==> config.mk <==
export PLATFORM = sky130hd
export DESIGN_NAME = mux2_arbiter
export DESIGN_NICKNAME = d
export VERILOG_FILES = /design/src/rtl/mux2_arbiter_pkg.sv /design/src/rtl/mux2_arbiter_rr_pick2.sv /design/src/rtl/mux2_arbiter.sv
export SDC_FILE = /design/constraint.sdc
export NUM_CORES = 1
export LEC_CHECK = 0
export CAP_MARGIN = 20
export CORE_ASPECT_RATIO = 1.5
export CORE_UTILIZATION = 41
export CTS_CLUSTER_SIZE = 12
export DETAILED_ROUTE_END_ITERATION = 10
export PLACE_DENSITY = 0.95
export SETUP_SLACK_MARGIN = 0.2
export SKIP_LAST_GASP = 1
export SYNTH_ARGS = -nofsm -noshare
export SYNTH_HDL_FRONTEND = slang
export SYNTH_SLANG_ARGS = --single-unit
==> constraint.sdc <==
create_clock -name clk -period 2.7 [get_ports clk]
set_input_delay 0.27 -clock clk [delete_from_list [all_inputs] [get_ports clk]]
set_output_delay 0.27 -clock clk [all_outputs]
set_load 0.01 [all_outputs]
==> src/rtl/mux2_arbiter_pkg.sv <==
// rtl/mux2_arbiter_pkg.sv - shared types and grant encoding for mux2_arbiter
package mux2_arbiter_pkg;

  typedef enum logic [1:0] {
    IDLE = 2'd0,
    SEND = 2'd1,
    RTZ  = 2'd2
  } state_t;

  localparam logic GRANT_IN1 = 1'b0;
  localparam logic GRANT_IN2 = 1'b1;

endpackage

==> src/rtl/mux2_arbiter_rr_pick2.sv <==
// rtl/mux2_arbiter_rr_pick2.sv - combinational two-way round-robin pick
module rr_pick2
  import mux2_arbiter_pkg::*;
(
  input  logic req1,
  input  logic req2,
  input  logic last,
  output logic valid,
  output logic pick
);

  assign valid = req1 | req2;

  // On a tie the producer not served last wins; otherwise the sole requester.
  always_comb begin
    if (req1 && req2)
      pick = ~last;
    else if (req2)
      pick = GRANT_IN2;
    else
      pick = GRANT_IN1;
  end

endmodule

==> src/rtl/mux2_arbiter.sv <==
// rtl/mux2_arbiter.sv - handshaked round-robin two-input mux with registered output
module mux2_arbiter
  import mux2_arbiter_pkg::*;
#(
  parameter int               Width        = 32,
  parameter logic [Width-1:0] defaultValue = '0
) (
  input  logic             clk,
  input  logic             rst,
  input  logic             req1,
  input  logic [Width-1:0] in1,
  output logic             ack1,
  input  logic             req2,
  input  logic [Width-1:0] in2,
  output logic             ack2,
  output logic [Width-1:0] out,
  output logic             out_req,
  input  logic             out_ack,
  output logic             grant
);

  state_t           state, state_n;
  logic [Width-1:0] out_n;
  logic             grant_n, last, last_n;
  logic             ack1_n, ack2_n, out_req_n;
  logic             pick_valid, pick;
  logic             req_g;

  rr_pick2 u_pick (
    .req1  (req1),
    .req2  (req2),
    .last  (last),
    .valid (pick_valid),
    .pick  (pick)
  );

  assign req_g = (grant == GRANT_IN2) ? req2 : req1;

  always_ff @(posedge clk or posedge rst) begin
    if (rst) begin
      state   <= IDLE;
      out     <= defaultValue;
      grant   <= GRANT_IN1;
      last    <= GRANT_IN2;
      ack1    <= 1'b0;
      ack2    <= 1'b0;
      out_req <= 1'b0;
    end else begin
      state   <= state_n;
      out     <= out_n;
      grant   <= grant_n;
      last    <= last_n;
      ack1    <= ack1_n;
      ack2    <= ack2_n;
      out_req <= out_req_n;
    end
  end

  always_comb begin
    state_n   = state;
    out_n     = out;
    grant_n   = grant;
    last_n    = last;
    ack1_n    = ack1;
    ack2_n    = ack2;
    out_req_n = out_req;
    case (state)
      IDLE: begin
        // A consumer still holding ack from a previous cycle blocks arbitration.
        if (!out_ack && pick_valid) begin
          out_n     = (pick == GRANT_IN2) ? in2 : in1;
          grant_n   = pick;
          out_req_n = 1'b1;
          state_n   = SEND;
        end
      end
      SEND: begin
        if (out_ack) begin
          out_req_n = 1'b0;
          if (grant == GRANT_IN2)
            ack2_n = 1'b1;
          else
            ack1_n = 1'b1;
          state_n = RTZ;
        end
      end
      RTZ: begin
        if (!req_g && !out_ack) begin
          ack1_n  = 1'b0;
          ack2_n  = 1'b0;
          last_n  = grant;
          state_n = IDLE;
        end
      end
      default: state_n = IDLE;
    endcase
  end

endmodule

; ---- Word level (Yosys, flattened, before mapping)
; Index checks and enable logic that the tools add are counted.
; Widths: inputs -> output; s select.
[totals]
reg_bits = 39
[op_classes]
eq_ne = 7
mux = 18
n_bitwise = 2
n_reduce_logical = 14
[op_table]
columns = op, count
row1 = $mux 32, 1
row2 = $mux 1, 10
row3 = $ne 2x2->1 const B, 5
row4 = $reduce_and 4->1, 2
row5 = $mux 2, 3
row6 = $pmux 1 s2, 3
row7 = $pmux 2 s3, 1
row8 = $reduce_and 3->1, 2
row9 = $reduce_and 2->1, 2
row10 = $reduce_bool 2->1, 2
row11 = $logic_and 1x1->1, 3
row12 = $eq 2x1->1 const B, 1
row13 = $eq 2x2->1 const B, 1
row14 = $logic_not 1->1, 2
row15 = $logic_not 2->1, 1
row16 = $not 1->1, 1
row17 = $or 1x1->1, 1

; ---- Longest topological paths before layout
[logic_depth]
depth_word = 5
mapped_depth = 5
depth_no_buf = 3

; ---- By module
; Synthesis repeated with hierarchy kept, for this count alone.
[unflattened]
hier_cells = 169
hier_area_um2 = 1788.0
[by_module_without_submodules]
columns = module, n_inst, cells_per_inst, area_per_inst_um2, seq_area_each_um2
row1 = mux2_arbiter, 1, 167, 1774.2, 977.2
row2 = rr_pick2, 1, 2, 13.8, 0.0

; ---- Worst setup path after synthesis
; Ideal clock, no wire load.
[synth_path]
kind = flip-flop to flip-flop
start = reg grant
end = reg last
setup_ps = 82
t_arrival_ps = 1563
setup_slack_ps = 1055
stages_incl_launch_ff = 4
path_buffers = 0
synth_period_minus_slack_ps = 1645
cell_sequence = dfrtp_1 mux2_4 or4b_4 mux2_4
[synth_between]
elab_chain_len = 4
[synth_rtl]
columns = item, line_no
row1 = "start, declared", mux2_arbiter.sv:19  ; output logic grant
row2 = "start signal, assigned", mux2_arbiter.sv:51  ; grant <= grant_n;
row3 = $mux 1, mux2_arbiter.sv:37  ; assign req_g = (grant == GRANT_IN2) ? req2 : req1;
row4 = $logic_not 1->1, mux2_arbiter.sv:88  ; if (!req_g && !out_ack) begin
row5 = $logic_and 1x1->1, mux2_arbiter.sv:88
row6 = $reduce_and 2->1 (no source line), -
row7 = "end signal, assigned", mux2_arbiter.sv:52  ; last <= last_n;
row8 = "end, declared", mux2_arbiter.sv:24  ; logic grant_n, last, last_n;
; Parallel ways exist; a longest one is shown, timed or not.
; A chain may end at the register's enable or synchronous reset.

; ---- Worst setup path in the final report
[layout_path]
start = reg state[0]
end = reg out[8]
[layout_between]
elab_chain_len = 2
[layout_rtl]
columns = item, line_no
row1 = "start, declared", mux2_arbiter.sv:22  ; state_t state, state_n;
row2 = "start signal, assigned", mux2_arbiter.sv:49  ; state <= state_n;
row3 = $logic_not 2->1, mux2_arbiter.sv:67  ; case (state)
row4 = $reduce_and 2->1 (no source line), -
row5 = "end signal, assigned", mux2_arbiter.sv:42  ; out <= defaultValue;
row6 = "end signal, assigned", mux2_arbiter.sv:50  ; out <= out_n;
row7 = "end, declared", mux2_arbiter.sv:16  ; output logic [Width-1:0] out,
; No other way between the ends.

==> qor.txt <==
Fin util - 0.709
Status - complete, but fails checks
DR WL met3 - 300 µm
Ports - 105
CP max stage cell - dfrtp_1
Row count - 29
DR top layer - met4
Post-DRT Antenna Nets - 0
Ant diodes - 0
Tmin final - 1710 ps
GP Congestion - 0.771
Vias in the first global route - 1857
Max Slew Vio Count - 0
Cell breakdown of the critical path - nor3_1, o21ai_2, buf_4, a222oi_1
Core Region - 0.00428 mm²
Ys Warns - 0
Layout cells sized above 1 - 0.0619
Delay-heaviest family, CP - compound AO/OA/AOI/OAI gates
Leak - 1.66 nW
Chip Width - 56.9 µm
GR Overflow Total - 0
Remaining DRCs - 12
Post-Syn Instances - 200
Initial DRC count - 175
FF+latch count, synth - 39
CTS Buf Count - 5
CP bufs+invs - 1
CP max FO - 19
Final hold viol count - 0
Starting Density - 0.432
Hold_buf cts - 0
First-pass DRT Iterations - 11
Final setup viols - 0
Final wirelength - 5.17 mm
RSZ-0062 raised after global routing - no
Max Cap Viol - 0
Slew headroom - 0.542
Most common cell after layout, fill and taps aside - clkdlybuf4s50_1
Hold Crit Class - in2async
DP Wirelength - 3.93 mm
Global-route wire length before repair - 8.40 mm
Post-synthesis sequential area ratio - 0.528
Max VDD drop - 0.521 mV
Post_cts resized - 0
DIE AREA - 0.00479 mm²
WS Path Type - reg2reg
WP data required - 2860 ps
CTS Sinks - 39
Largest net degree at the start of global routing - 40
Synth Cell Area - 0.00185 mm²
Met1 wire length - 1.85 mm
Initial antenna violation count - 0
DR vias - 1822
Worst-skew pair later-pin latency - 280 ps
Syn Nets - 269
TritonCTS clock tree - built
Synth unique cells - 19
Setup TNS - 0 ps
Critical path endpoint category - register
Final worst path period share - 0.635
CTS Root Cell - clkbuf_8
Crit-path max cell delay - 430 ps
CTS Buffer Depth - 2
Avg Inst Size Synth - 9.25 µm²
Peak Freq - 583 MHz
Worst-Margin Slew - 687 ps
H-tree Lvls - 2
Most frequent cells in the layout - clkdlybuf4s50_1, inv_1, dfrtp_1
Routed len/inst - 14.6 µm
Pwr dens - 891 mW/mm²
# Post-CTS Setup Buffers - 0
Type of origin of the critical path - register
Routed vias/inst - 5.16
Failing checks - design-rule violations
Nets - 375
Worst EP arrival - 1880 ps
Die Y - 84.3 µm
Met2 wire length - 2.89 mm
# port buffers - 104
Skew final - 5.22 ps
GRT Total Usage - 0.227
CTS clk-pin slew, worst paths - 70 ps
Area Overhead vs Synth - 64.0%
flip-flops by register name (all words and copies together), names as in the netlist:
name	cells
out	32
state	2
ack1	1
ack2	1
grant	1
last	1
out_req	1
metal layers:
metal,global-route usage,up-vias
li1,-,852
met1,0.253,861
met2,0.420,90
met3,0.0431,19
met4,0.0820,0
met5,0,-
kinds of logic (layout without fill, tap and decap cells):
family | Yosys count | in the layout | synth area share
compound gates | 38 | 38 | 0.196
flops | 39 | 39 | 0.528
mux | 2 | 2 | 0.0162
simple gates | 12 | 12 | 0.0365
buf+inv | 109 | 216 | 0.223
worst paths after layout:
path | start | endpoint | slack, ps | cells after the start
max | state[0] | out[8] | 990 | 4
min | rst | out[25] | 410 | 3
max reg2reg | state[0] | out[8] | 990 | 4
min reg2reg | ack1 | ack1 | 510 | 1
max in group asynchronous | rst | last | 1930 | 3
min in group clk | ack1 | ack1 | 510 | 1
Yosys cell counts:
| master | count | area share |
|---|---|---|
| buf_2 | 3 | 0.0081 |
| a22o_2 | 1 | 0.0054 |
| a21o_2 | 1 | 0.0047 |
| and3_1 | 2 | 0.0068 |
| nand3b_1 | 1 | 0.0041 |
| nand2b_1 | 1 | 0.0034 |
| nor2_1 | 1 | 0.0020 |
| nand2_1 | 5 | 0.010 |
| mux2_4 | 2 | 0.016 |
| dfrtp_1 | 38 | 0.51 |
| o21ai_0 | 2 | 0.0054 |
| a222oi_1 | 32 | 0.17 |
| o21ai_1 | 1 | 0.0027 |
| or4b_4 | 1 | 0.0074 |
| inv_1 | 98 | 0.20 |
| nor3_1 | 1 | 0.0027 |
| o2bb2ai_1 | 1 | 0.0047 |
| dfstp_2 | 1 | 0.014 |
| clkbuf_1 | 8 | 0.016 |
per-stage QoR:
step	hold slack [ps]	worst slack [ps]	cell area (µm²)	total power, mW	std cells
2_1_floorplan	423	1050	1850	1.58	200
3_3_place_gp	488	781	2950	2.28	345
3_5_place_dp	493	687	2950	2.34	345
4_1_cts	420	962	3030	2.72	353
5_1_grt	458	777	3030	2.88	353
6_report	413	985	3030	2.70	353
worst register-to-register path, cell delays in order, from the launching register on:
cell	delay, ps
dfrtp_1	430
nor3_1	330
o21ai_2	280
buf_4	290
a222oi_1	260
power breakdown:
| group | total, mW | switching (mW) | internal, mW | leakage (nW) |
|---|---|---|---|---|
| sequential | 1.04 | 0.178 | 0.865 | 0.428 |
| clock | 0.379 | 0.197 | 0.182 | 0.0422 |
| combinational | 1.28 | 0.526 | 0.756 | 1.19 |
| total | 2.70 | 0.902 | 1.80 | 1.66 |
cell type report:
| type | count | area [µm²] |
|---|---|---|
| clock buffer | 7 | 76.3 |
| clock inverter | 1 | 5.00 |
| fill | 327 | 1250 |
| inverter | 98 | 368 |
| multi-input combinational | 52 | 464 |
| sequential | 39 | 977 |
| tap | 46 | 57.6 |
| timing repair buffer | 110 | 1090 |
Power figures use the tool's default switching activity.
==> variant 1: new RTL, config.mk and constraints unchanged <==
The 3 states of `state_t` get a one-hot encoding in 3 bits.
--- a/src/rtl/mux2_arbiter_pkg.sv
+++ b/src/rtl/mux2_arbiter_pkg.sv
@@ -3,6 +3,6 @@
 
-  typedef enum logic [1:0] {
-    IDLE = 2'd0,
-    SEND = 2'd1,
-    RTZ  = 2'd2
+  typedef enum logic [2:0] {
+    IDLE = 3'b001,
+    SEND = 3'b010,
+    RTZ  = 3'b100
   } state_t;
Formal check against the unedited RTL: no difference found for any inputs over 10 cycles, from zero or initial values and one cycle with rst high; not proved beyond that.
==> variant 1 against the original RTL <==
  * Area after synthesis grew 10%
  * Sequential power grew 8%
  * Routed wire length grew 8.5%
  * Sequential cell count grew 1
  * Critical path type is now input pin to flip-flop
  * Final area grew 5.5%
  * Total power grew 14%
  * Critical endpoint is now state[0]$_DFFE_PP1P_
  * Setup slack lost 0.080 ns
  * Clock skew grew 0.0021 ns
  * Hold slack lost 0.036 ns
==> variant 1: results (changes against the original RTL) <==
result of the run finished, final reports clean; initial antenna violation count 0 (unchanged); worst min path class input pin to async pin; transition at the pin with the smallest max-transition slack 1.03 ns (+0.348 ns); via count of the first global-routing pass 1840 (-0.92%); worst skew pair latency 0.29 ns; half-perimeter wire length of the detailed placement result 4020 um (+2.3%); antenna diode count 0 (unchanged); global-route usage over all layers 0.219 (-0.00763); commonest cells in the synthesized netlist sky130_fd_sc_hd__dfrtp_1 (38), sky130_fd_sc_hd__o32ai_1 (32), sky130_fd_sc_hd__a2bb2oi_2 (30), sky130_fd_sc_hd__clkbuf_1 (10); clock slew seen by the registers of the worst setup and hold paths 0.08 ns; share of flip-flops with an asynchronous set or reset 1.00 (unchanged); ranking of synthesized cells by area sky130_fd_sc_hd__dfrtp_1 (47%), sky130_fd_sc_hd__a2bb2oi_2 (22%), sky130_fd_sc_hd__o32ai_1 (14%), sky130_fd_sc_hd__dfstp_2 (2.6%), sky130_fd_sc_hd__clkbuf_1 (1.8%); sequential share of the synthesized area 0.493 (-0.0351); initial detailed-routing violation count 48 (-73%); ratio of cells with drive above 1 in the final layout 0.215 (+0.154); highest ir drop seen on vdd 474 uV (-9.2%); CTS Buf Count 5 (unchanged); Max Clock Skew 0.00730 ns (+0.00208 ns); wire length per cell 18.0 um (+23%); clk root buf sky130_fd_sc_hd__clkbuf_8; Largest regs out x32, state x3; number of library cell types mapped by synthesis 25 (+6); total leakage power 1.18 nW (-29%); YS warnings 0 (unchanged); Port-buffer cells 104 (unchanged); PostCTS Resize Cnt 0 (unchanged); final weighted congestion in routability-driven placement 0.713 (-7.6%); maximum number of pins on one net before global-route repair 34 (-15%); CTS H-Tree Depth 2 (unchanged); number of buffers added for setup after CTS 0 (unchanged); number of iterations in the first detailed-routing pass 6 (-5); Final #Nets 314 (-16%); vias per cell 5.64 (+9.2%); first-pass GRT wire length 8680 um (+3.3%); syn_nets 215 (-20%); critical-path maximum fanout 33 (+14); maximum root-to-sink buffer count 2 (unchanged)
[variant 1: cell types whose count changed after synthesis, sizes merged, moves of 2 or more]
cell,delta
buf,+4
nand2,-2
o32ai,+32
clkbuf,+2
a2bb2oi,+32
a222oi,-32
inv,-95
o21ba,+2
nor2,+2
[variant 1: cells by family after synthesis]
kind of cell / count (synthesis) / share of synthesized area
AND/OR/NAND/NOR: 12 / 0.0449
AO/OA/AOI/OAI: 71 / 0.395
flip-flops: 40 / 0.493
multiplexers: 3 / 0.0160
buffers and inverters: 20 / 0.0516
[variant 1: worst paths after layout]
kind / startpoint / endpoint / slack [ns] / cells past startpoint
min in group clk: out_req$_DFFE_PP0P_ / out_req$_DFFE_PP0P_ / 0.50 / 2
setup reg to reg: state[0]$_DFFE_PP1P_ / state[0]$_DFFE_PP1P_ / 0.93 / 4
setup / recovery: out_ack / state[0]$_DFFE_PP1P_ / 0.91 / 5
max in group asynchronous: rst / out[25]$_DFFE_PP0P_ / 1.61 / 3
hold / removal: rst / out[11]$_DFFE_PP0P_ / 0.38 / 2
hold reg to reg: out_req$_DFFE_PP0P_ / out_req$_DFFE_PP0P_ / 0.50 / 2
[variant 1: critical path, stage by stage]
cell and delay, ns:
sky130_fd_sc_hd__clkdlybuf4s50_1 0.52, sky130_fd_sc_hd__nor4b_4 0.27, sky130_fd_sc_hd__buf_4 0.49, sky130_fd_sc_hd__o21ai_0 0.26, sky130_fd_sc_hd__and3_1 0.20
[variant 1: report_power, final]
part           switching [mW]  total [mW]  internal [mW]  leakage (nW)
registers               0.229        1.12          0.895         0.436
logic                   0.577        1.59           1.01         0.703
clock network           0.195       0.376          0.181        0.0422
total                    1.00        3.09           2.09          1.18
[variant 1: stage by stage]
step                power, mW  hold slack, ns  cell area (sq um)  instances  setup WS (ns)
floorplan                1.95           0.377               2040        146           1.23
global placement         2.68           0.474               3120        304          0.591
detailed placement       2.74           0.484               3120        304          0.593
CTS                      3.12           0.396               3200        312          0.899
global route             3.27           0.424               3200        312          0.793
finish                   3.09           0.377               3200        312          0.906
[variant 1: final cells by class]
class	instances	area (sq um)
clock buffer	7	76.3
clock inverter	1	5.00
fill	407	1610
inverter	3	11.3
multi-input combinational	86	931
sequential	40	1000
tap	66	82.6
timing repair buffer	109	1090
[variant 1: routing by layer]
layer  vias to the layer above  global-route usage  share of wire
li1                        799                   -              -
met1                       878               0.243           0.37
met2                        69               0.391           0.55
met3                        13              0.0541          0.057
met4                         0              0.0930          0.024
met5                         -                   0              0
==> variant 2: new RTL, same settings <==
Made on the original files. Change the parameter `Width` from 32 to 64.
--- a/src/rtl/mux2_arbiter.sv
+++ b/src/rtl/mux2_arbiter.sv
@@ -4,3 +4,3 @@
 #(
-  parameter int               Width        = 32,
+  parameter int               Width        = 64,
   parameter logic [Width-1:0] defaultValue = '0
Ports: changed (resized in1, in2 and out); port bits go from 105 to 201. No check against the original RTL was run, so the function may have changed too.
==> variant 2 against the original RTL <==
  * Synthesized cell count up 85%
  * Area after synthesis is 82% higher
  * Setup slack got worse by 0.33 ns
  * Non-clock buffer count up 95
  * Final area increased by 92%
  * Total power up 110%
  * Hold slack got worse by 0.010 ns
  * Global-route usage increased by 3.5 points
  * Via count is 92% higher
  * Combinational power increased by 90%
  * Sequential cell count rose by 32
  * Routed wire length up 110%
  * Critical endpoint is now out[14]$_DFFE_PP0P_
  * Largest cell class unchanged
==> variant 2: results (changes against the original RTL) <==
result of the run finished, final reports clean; cell count after placement 659 (+91%); worst slack at placement 0.384 ns (-0.304 ns); CTS Buf Count 9 (+4); worst skew pair latency 0.32 ns (+0.04 ns); met1 usage in global routing 0.273 (+0.0197); switching power of the nets 1.81 mW (+100%); highest ir drop seen on vdd 516 uV (-1.1%); critical-path maximum fanout 37 (+18); total leakage power 3.15 nW (+90%); met3 global-route usage 0.0645 (+0.0214); ranking of synthesized cells by area sky130_fd_sc_hd__dfrtp_1 (52%), sky130_fd_sc_hd__inv_1 (22%), sky130_fd_sc_hd__a222oi_1 (19%), sky130_fd_sc_hd__clkbuf_1 (1.1%), sky130_fd_sc_hd__buf_2 (1.0%); wire length per cell 16.1 um (+10%); power of the clock network 1.26 mW (+230%); power dissipated in sequential cells 1.90 mW (+83%); global-route usage over all layers 0.261 (+0.0346); clk root buf sky130_fd_sc_hd__clkbuf_16; number of library cell types mapped by synthesis 20 (+1); half-perimeter wire length of the detailed placement result 7930 um (+100%); commonest cells in the synthesized netlist sky130_fd_sc_hd__inv_1 (194), sky130_fd_sc_hd__dfrtp_1 (70), sky130_fd_sc_hd__a222oi_1 (64), sky130_fd_sc_hd__clkbuf_1 (10), sky130_fd_sc_hd__buf_2 (7); Fill cells 564 (+72%); final weighted congestion in routability-driven placement 0.850 (+10%); sum of met3 wire segment lengths after detailed routing 710 um (+140%); syn_nets 503 (+87%); compound-gate portion of the synthesized area 0.202 (+0.00637); Internal Power 3.77 mW (+110%); fraction of synthesized area in multiplexers 0.00890 (-0.00733); Max Clock Skew 0.00589 ns (+0.000679 ns)
## variant 2: layout make-up
type | count | area [sq um] | share of cell area
timing repair buffer | 205 | 2060 | 0.355
sequential | 71 | 1780 | 0.306
multi-input combinational | 84 | 795 | 0.137
inverter | 194 | 728 | 0.125
clock buffer | 9 | 225 | 0.0387
tap | 105 | 131 | 0.0226
clock inverter | 7 | 97.6 | 0.0168
## variant 2: path summary, 6_finish.rpt
check	from	endpoint	slack, ns	cells past startpoint
max in group asynchronous	rst	out[45]$_DFFE_PP0P_	1.63	3
min	rst	out[44]$_DFFE_PP0P_	0.40	2
min in group clk	out_req$_DFFE_PP0P_	out_req$_DFFE_PP0P_	0.50	2
max	state[0]$_DFFE_PP0P_	out[14]$_DFFE_PP0P_	0.65	4
min reg2reg	out_req$_DFFE_PP0P_	out_req$_DFFE_PP0P_	0.50	2
max reg2reg	state[0]$_DFFE_PP0P_	out[14]$_DFFE_PP0P_	0.65	4
